$ cat src/rtl/lcd_digit_driver.sv
// lcd_digit_driver: HD44780 write-only controller that shows "A:dd B:dd C:dd" on line 1
//   clock_50 / reset_n : clock (rising edge), asynchronous active-low reset
//   tens_* / ones_*    : BCD tens/ones digits for values A, B and C
//   LCD_*              : DE2 character LCD pins, all waits counter-timed (busy flag never read)
//   init_done          : high once the init command sequence has completed
//   frame_done         : one-cycle pulse at the end of each refresh frame
module lcd_digit_driver #(
   parameter int POWER_UP_CYCLES   = 750000,
   parameter int EN_CYCLES         = 25,
   parameter int WAIT_CYCLES       = 2500,
   parameter int CLEAR_WAIT_CYCLES = 100000
) (
   input  logic       clock_50,
   input  logic       reset_n,
   input  logic [3:0] tens_a,
   input  logic [3:0] ones_a,
   input  logic [3:0] tens_b,
   input  logic [3:0] ones_b,
   input  logic [3:0] tens_c,
   input  logic [3:0] ones_c,
   output logic       LCD_ON,
   output logic       LCD_BLON,
   output logic       LCD_RW,
   output logic       LCD_EN,
   output logic       LCD_RS,
   output logic [7:0] LCD_DATA,
   output logic       init_done,
   output logic       frame_done
);
   localparam int M1   = (POWER_UP_CYCLES > CLEAR_WAIT_CYCLES) ? POWER_UP_CYCLES : CLEAR_WAIT_CYCLES;
   localparam int M2   = (EN_CYCLES > WAIT_CYCLES) ? EN_CYCLES : WAIT_CYCLES;
   localparam int MAXC = (M1 > M2) ? M1 : M2;
   localparam int CW   = $clog2(MAXC + 1);
   localparam logic [CW-1:0] P_LAST = CW'(POWER_UP_CYCLES - 1);
   localparam logic [CW-1:0] E_LAST = CW'(EN_CYCLES - 1);
   localparam logic [CW-1:0] W_LAST = CW'(WAIT_CYCLES - 1);
   localparam logic [CW-1:0] C_LAST = CW'(CLEAR_WAIT_CYCLES - 1);

   typedef enum logic [1:0] {POWER, INIT, ADDR, CHAR} state_t;
   typedef enum logic [1:0] {SETUP, PULSE, HOLD} phase_t;

   state_t        state_q, state_d;
   phase_t        phase_q, phase_d;
   logic [3:0]    idx_q, idx_d;
   logic [CW-1:0] cnt_q, cnt_d;
   logic [23:0]   snap_q, snap_d;
   logic          init_done_q, init_done_d;
   logic          frame_done_q, frame_done_d;
   logic [7:0]    byte_s;
   logic [CW-1:0] last_s;
   logic          done_s;

   // Invalid BCD (10..15) is shown as '-'
   function automatic logic [7:0] enc(input logic [3:0] d);
      return (d > 4'd9) ? 8'h2D : {4'h3, d};
   endfunction

   always_comb begin
      byte_s = 8'h00;
      case (state_q)
         INIT: byte_s = (idx_q == 4'd0) ? 8'h38 : (idx_q == 4'd1) ? 8'h0C :
                        (idx_q == 4'd2) ? 8'h01 : 8'h06;
         ADDR: byte_s = 8'h80;
         CHAR:
            case (idx_q)
               4'd0:    byte_s = 8'h41;
               4'd1:    byte_s = 8'h3A;
               4'd2:    byte_s = enc(snap_q[23:20]);
               4'd3:    byte_s = enc(snap_q[19:16]);
               4'd5:    byte_s = 8'h42;
               4'd6:    byte_s = 8'h3A;
               4'd7:    byte_s = enc(snap_q[15:12]);
               4'd8:    byte_s = enc(snap_q[11:8]);
               4'd10:   byte_s = 8'h43;
               4'd11:   byte_s = 8'h3A;
               4'd12:   byte_s = enc(snap_q[7:4]);
               4'd13:   byte_s = enc(snap_q[3:0]);
               default: byte_s = 8'h20;
            endcase
         default: byte_s = 8'h00;
      endcase
   end

   // Terminal count of the current phase; only the clear command (INIT index 2) gets the long hold
   assign last_s = (state_q == POWER) ? P_LAST :
                   (phase_q == PULSE) ? E_LAST :
                   (state_q == INIT && idx_q == 4'd2) ? C_LAST : W_LAST;
   assign done_s = (cnt_q == last_s);

   always_comb begin
      state_d      = state_q;
      phase_d      = phase_q;
      idx_d        = idx_q;
      cnt_d        = cnt_q + 1'b1;
      snap_d       = snap_q;
      init_done_d  = init_done_q;
      frame_done_d = 1'b0;
      if (state_q == POWER) begin
         if (done_s) begin
            state_d = INIT;
            phase_d = SETUP;
            idx_d   = 4'd0;
            cnt_d   = '0;
         end
      end else if (phase_q == SETUP) begin
         phase_d = PULSE;
         cnt_d   = '0;
      end else if (phase_q == PULSE) begin
         if (done_s) begin
            phase_d = HOLD;
            cnt_d   = '0;
         end
      end else if (done_s) begin
         phase_d = SETUP;
         cnt_d   = '0;
         idx_d   = idx_q + 4'd1;
         if (state_q == INIT && idx_q == 4'd3) begin
            state_d     = ADDR;
            idx_d       = 4'd0;
            init_done_d = 1'b1;
            snap_d      = {tens_a, ones_a, tens_b, ones_b, tens_c, ones_c};
         end else if (state_q == ADDR) begin
            state_d = CHAR;
            idx_d   = 4'd0;
         end else if (state_q == CHAR && idx_q == 4'd13) begin
            state_d      = ADDR;
            idx_d        = 4'd0;
            frame_done_d = 1'b1;
            snap_d       = {tens_a, ones_a, tens_b, ones_b, tens_c, ones_c};
         end
      end
   end

   always_ff @(posedge clock_50 or negedge reset_n) begin
      if (!reset_n) begin
         state_q      <= POWER;
         phase_q      <= SETUP;
         idx_q        <= 4'd0;
         cnt_q        <= '0;
         snap_q       <= '0;
         init_done_q  <= 1'b0;
         frame_done_q <= 1'b0;
      end else begin
         state_q      <= state_d;
         phase_q      <= phase_d;
         idx_q        <= idx_d;
         cnt_q        <= cnt_d;
         snap_q       <= snap_d;
         init_done_q  <= init_done_d;
         frame_done_q <= frame_done_d;
      end
   end

   // EN decodes straight from the phase register so an asynchronous reset drops it at once
   assign LCD_EN     = (phase_q == PULSE);
   assign LCD_RS     = (state_q == CHAR);
   assign LCD_DATA   = byte_s;
   assign LCD_ON     = 1'b1;
   assign LCD_BLON   = 1'b1;
   assign LCD_RW     = 1'b0;
   assign init_done  = init_done_q;
   assign frame_done = frame_done_q;
endmodule

$ cat config.mk
export PLATFORM = sky130hd
export DESIGN_NAME = lcd_digit_driver
export DESIGN_NICKNAME = d
export VERILOG_FILES = /design/src/rtl/lcd_digit_driver.sv
export SDC_FILE = /design/constraint.sdc
export NUM_CORES = 1
export LEC_CHECK = 0
export CAP_MARGIN = 0
export CORE_MARGIN = 1.5
export CORE_UTILIZATION = 43
export DETAILED_ROUTE_END_ITERATION = 6
export PLACE_DENSITY_LB_ADDON = 0.12
export SKIP_CTS_REPAIR_TIMING = 1
export SLEW_MARGIN = 20
export SYNTH_ARGS = -nofsm -noshare
export SYNTH_HDL_FRONTEND = slang
export SYNTH_SLANG_ARGS = --single-unit
$ cat constraint.sdc
create_clock -name clock_50 -period 8 [get_ports clock_50]
set_input_delay 1.2 -clock clock_50 [delete_from_list [all_inputs] [get_ports clock_50]]
set_output_delay 1.2 -clock clock_50 [all_outputs]
set_load 0.1 [all_outputs]
### Yosys cells after proc, flatten, opt, wreduce, memory -nomap -nowiden

Index checks and enable logic that the tools add are counted.

| word-level totals | value |
|---|---|
| register bits after elaboration | 54 |
| bits in read-only memories | 0 |
| bits of input ports | 26 |
| bits in writable memories | 0 |
| bits in latches | 0 |
| output and inout bits | 15 |
| memories kept | 0 |
| word-level logic and storage cells | 101 |

| cells by class | value |
|---|---|
| multipliers | 0 |
| equal/unequal tests | 21 |
| shift-type cells | 0 |
| multiplexer cells | 48 |
| divide/modulo/power cells | 0 |
| add/sub/neg operators | 2 |
| bitwise operators | 3 |
| reduce and logical (&&, ||, !) cells | 14 |
| $lt $le $gt $ge | 6 |

Operators with widths:

| operator | count |
|---|---|
| $mux 20 | 4 |
| $mux 24 | 3 |
| $pmux 7 s10 | 1 |
| $mux 4 | 9 |
| $mux 17 | 2 |
| $mux 5 | 6 |
| $mux 2 | 13 |
| $gt 4x4->1 const B | 6 |
| $pmux 8 s3 | 1 |
| $add 20x1->20 const B | 1 |
| $eq 20x20->1 | 1 |
| $eq 4x4->1 const B | 5 |
| $eq 4x3->1 const B | 3 |
| $reduce_and 5->1 | 2 |
| $eq 4x2->1 const B | 2 |
| $mux 1 | 7 |
| $mux 6 | 1 |
| $ne 2x2->1 const B | 3 |
| $reduce_and 6->1 | 1 |
| $add 4x1->4 const B | 1 |
| $eq 2x1->1 const B | 2 |
| $eq 2x2->1 const B | 2 |
| $eq 4x1->1 const B | 1 |
| $logic_not 2->1 | 2 |
| 10 further kinds | 15 |

### Logic depth before layout (Yosys ltp)

| logic depth | value |
|---|---|
| word-level depth | 10 |
| gate-level depth with buffers | 9 |
| mapped depth without buffers | 8 |

### Worst setup path after synthesis

Ideal clock, no wire load.

| timing | value |
|---|---|
| path type | reg-to-output |
| from | reg idx_q[0] |
| to | out LCD_DATA[0] |
| data arrival time | 3805 ps |
| slack | 2995 ps |
| stages on the path, launching flop included | 7 |
| buffers on the path | 1 |
| required time | 6800 ps |
| cell sequence | dfrtp_1 inv_1 ha_1 clkbuf_1 and2_1 or3b_2 o32ai_1 |

| between the ends | value |
|---|---|
| cells in the longest elaborated chain, start to end | 5 |
| elaborated cells between the ends (all ways) | 18 |
| those cells by class | eq/ne (11); mux (5); reduce/logical (2) |

Ends and longest elaborated chain:

| element | RTL line | source |
|---|---|---|
| start: declaration | 44 | `logic [3:0] idx_q, idx_d;` |
| start signal: assignment | 146 | `idx_q <= idx_d;` |
| branches (longest 4 deep; another with $pmux 7 s10) | - |  |
| $pmux 8 s3 (*) | 60 | `case (state_q)` |
| end: declaration | 26 | `output logic [7:0] LCD_DATA,` |

Every way passes the cells marked *.

### Worst setup path after layout

| timing | value |
|---|---|
| from | reg idx_q[0] |
| to | out LCD_DATA[1] |

Same word-level chain as after synthesis.

==> metrics.md <==
| Metric | Value |
|---|---|
| Nets | `around 400` |
| Routed Antenna Nets | `0` |
| Synth Flop Type | `dfrtp_1` |
| RSZ-0062 raised after global routing | `no` |
| Maximum vdd drop | `0.05885 mV` |
| Final core utilization | `52.16%` |
| Share of Yosys cell area claimed by the top area cell type | `40.56%` |
| Critical path type | `reg -> out` |
| Rel. slew slack | `roughly 34%` |
| Sw Share | `21.89%` |
| First-pass GRT wire length | `13.23 mm` |
| PwrDens | `130.3 mW/mm^2` |
| Post-DP Area | `~0.0037 sq mm` |
| Iter 0 DRT Violations | `236` |
| Asr flop ratio synth | `100.0%` |
| Seq/Total Area, Yosys | `40.56%` |
| Crit Path Max Fanout | `13` |
| Share of layout cells above drive strength 1 | `11.90%` |
| Fin. max-slew vios | `0` |
| Clk network pwr share | `35.7%` |
| Via count | `about 2700` |
| Worst slew pin tran | `984.4 ps` |
| Drt first pass iters | `5` |
| Num rows | `31` |
| H-tree levels | `2` |
| N_diodes | `0` |
| Drt drc | `0` |
| PortBufs | `37` |
| Cell count after synthesis | `approximately 350` |
| Clk slew on worst S/H paths | `90 ps` |
| NetSw | `109.6 uW` |
| Largest net degree at the start of global routing | `between 50 and 60` |
| Area grow syn2layout | `15.36%` |
| Die X | `about 91 microns` |
| Tmin final | `~4800 ps` |
| Fin area | `0.003844 sq mm` |
| Crit path capture type | `output pin` |
| Post-DP HPWL | `5.525 mm` |
| Die height | `91.03 microns` |
| Setup TNS | `0 ps` |
| Overflow after GRT | `0` |
| Synth area leader | `dfrtp_1` |
| Cts bufs inserted | `5` |
| Endpoint required time on the critical path | `slightly below 7000 ps` |
| CP arrival | `between 3000 and 4000 ps` |
| Final Wtd Congestion | `0.8740` |
| Core Area | `0.007370 sq mm` |
| Top post-synthesis cells by area | `dfrtp_1 (41%), mux2_4 (8.6%), nor2_1 (4.7%)` |
| EDFF count, synth | `0` |
| Clk_lat worst skew | `300 ps` |
| Initial antenna violation count | `0` |
| Clk root buf | `clkbuf_8` |
| Mean Syn Cell Area | `9.493 sq um` |
| Synth cell count leaders | `dfrtp_1 (54), nor2_1 (42), nand2_1 (27)` |
| Setup-failing EPs final | `0` |
| Mapped Area | `0.003332 sq mm` |
| Max clock buf depth | `2` |
| Startpoint types | `flip-flop` |
| IO Count | `41` |
| Post-synthesis cell type count | `60` |
| Share of power burned in combinational logic | `7.3%` |
| Total GRT Usage | `19.66%` |
| Reg area | `0.001351 sq mm` |
| Top-count cell post-synth | `dfrtp_1` |
| CTS tree | `built` |
| Synth warn | `0` |
| Status | `complete, no violations` |
| Multi-input gate area | `0.001839 sq mm` |
| Average wire per standard cell | `16.09 microns` |
| Avg Vias per Cell | `around 5.6` |
| Leak Pwr | `1.673 nW` |
| Register bit total from synthesis | `54` |
| MaxCap Viol Count | `0` |
| Flop pwr share | `56.9%` |
| Final Hold Viols | `0` |
| Min-Delay Path Class | `reg -> reg` |
| Period utilisation layout | `59.44%` |
| Via count of the first global-routing pass | `2509` |
| Initial core utilization | `approximately 45%` |
| Layout Skew | `between 8 and 9 ps` |
| Peak Freq | `around 210 MHz` |
| Final WL | `7.674 mm` |
| Clock sink total | `54` |
| Die footprint | `0.008286 sq mm` |
| P_int | `391.1 uW` |
| Fill count | `687` |
-- cells by family after synthesis --
group | share of synthesized area [%]
other cells | 0.2254
fa+ha+maj | 1.878
flops | 40.56
xor+xnor | 4.731
simple gates | 21.63
mux | 11.19
compound gates | 15.43
buf+inv | 4.356
-- path summary, 6_finish.rpt --
path / startpoint / endpoint / slack (ps) / cells past startpoint
worst max-delay path: idx_q[0]$_DFFE_PN0P_ / LCD_DATA[1] / 3240 / 7
max in group asynchronous: reset_n / state_q[1]$_DFFE_PN0P_ / 6540 / 2
min in group asynchronous: reset_n / snap_q[4]$_DFFE_PN0P_ / 1020 / 2
worst min-delay path: init_done$_DFFE_PN0P_ / init_done$_DFFE_PN0P_ / 490 / 1
worst min register to register: init_done$_DFFE_PN0P_ / init_done$_DFFE_PN0P_ / 490 / 1
worst max register to register: idx_q[3]$_DFFE_PN0P_ / snap_q[13]$_DFFE_PN0P_ / 4180 / 6
-- registers in the layout, indices dropped and copies added, names as in the netlist --
register and flops:
init_done 1, state_q 2, frame_done 1, cnt_q 20
phase_q 2, idx_q 4, snap_q 24
-- through the flow --
stage	std cells	hold WS, ps	total power [mW]	worst slack [ps]
after floorplan	352	472.3	0.3073	2995
after global placement	470	455.2	0.3275	3662
after detailed placement	470	470.1	0.3274	3550
final	477	489.9	0.5007	3245
after CTS	477	491.3	0.5089	3216
after global routing	477	504.6	0.5259	3006
-- metal layers --
layer | vias to the layer above | track usage, % | share of wire (%)
met5 | - | 0 | 0
met4 | 0 | 3.646 | 0.66
met3 | 4 | 4.020 | 4.6
met2 | 64 | 27.61 | 42
met1 | 1293 | 30.94 | 52
li1 | 1315 | - | -
-- worst max-delay path, stage by stage, from the launching register on --
cell and delay (ps):
dfrtp_1 430, inv_1 120, ha_1 440, or3b_2 560, o32ai_1 280, nor4_1 80, o22ai_1 190, clkdlybuf4s50_1 1160
-- layout make-up --
cell class / instances / share of cell area (%)
Tap cell: 99 / 3.223
Clock inverter: 2 / 1.009
Clock buffer: 5 / 1.790
Timing Repair Buffer: 39 / 9.896
Inverter: 11 / 1.074
Multi-Input combinational cell: 267 / 47.85
Sequential cell: 54 / 35.16
-- layout by cell type (no fill, tap or decap), types with 6 or more instances in the layout --
| cell | netlist | routed |
|---|---|---|
| clkdlybuf4s50_1 | 0 | 36 |
| mux2_2 | 6 | 6 |
| mux2_4 | 19 | 19 |
| nand3_1 | 12 | 12 |
| dfrtp_1 | 54 | 54 |
| o21ai_0 | 19 | 18 |
| xnor2_1 | 10 | 10 |
| nor2_1 | 42 | 42 |
| xor2_1 | 8 | 8 |
| nand2b_1 | 7 | 7 |
| o22ai_1 | 6 | 6 |
| a21oi_1 | 11 | 11 |
| nand2_1 | 27 | 27 |
| a31oi_1 | 7 | 7 |
| inv_1 | 11 | 11 |
-- power by group through the flow --
stage               clock network (mW)  logic (mW)  registers, mW
CTS                              0.187      0.0375          0.285
finish                           0.179      0.0368          0.285
global route                     0.200      0.0402          0.286
global placement                     0      0.0372          0.290
floorplan                            0      0.0192          0.288
detailed placement                   0      0.0373          0.290
Power figures use the tool's default switching activity.
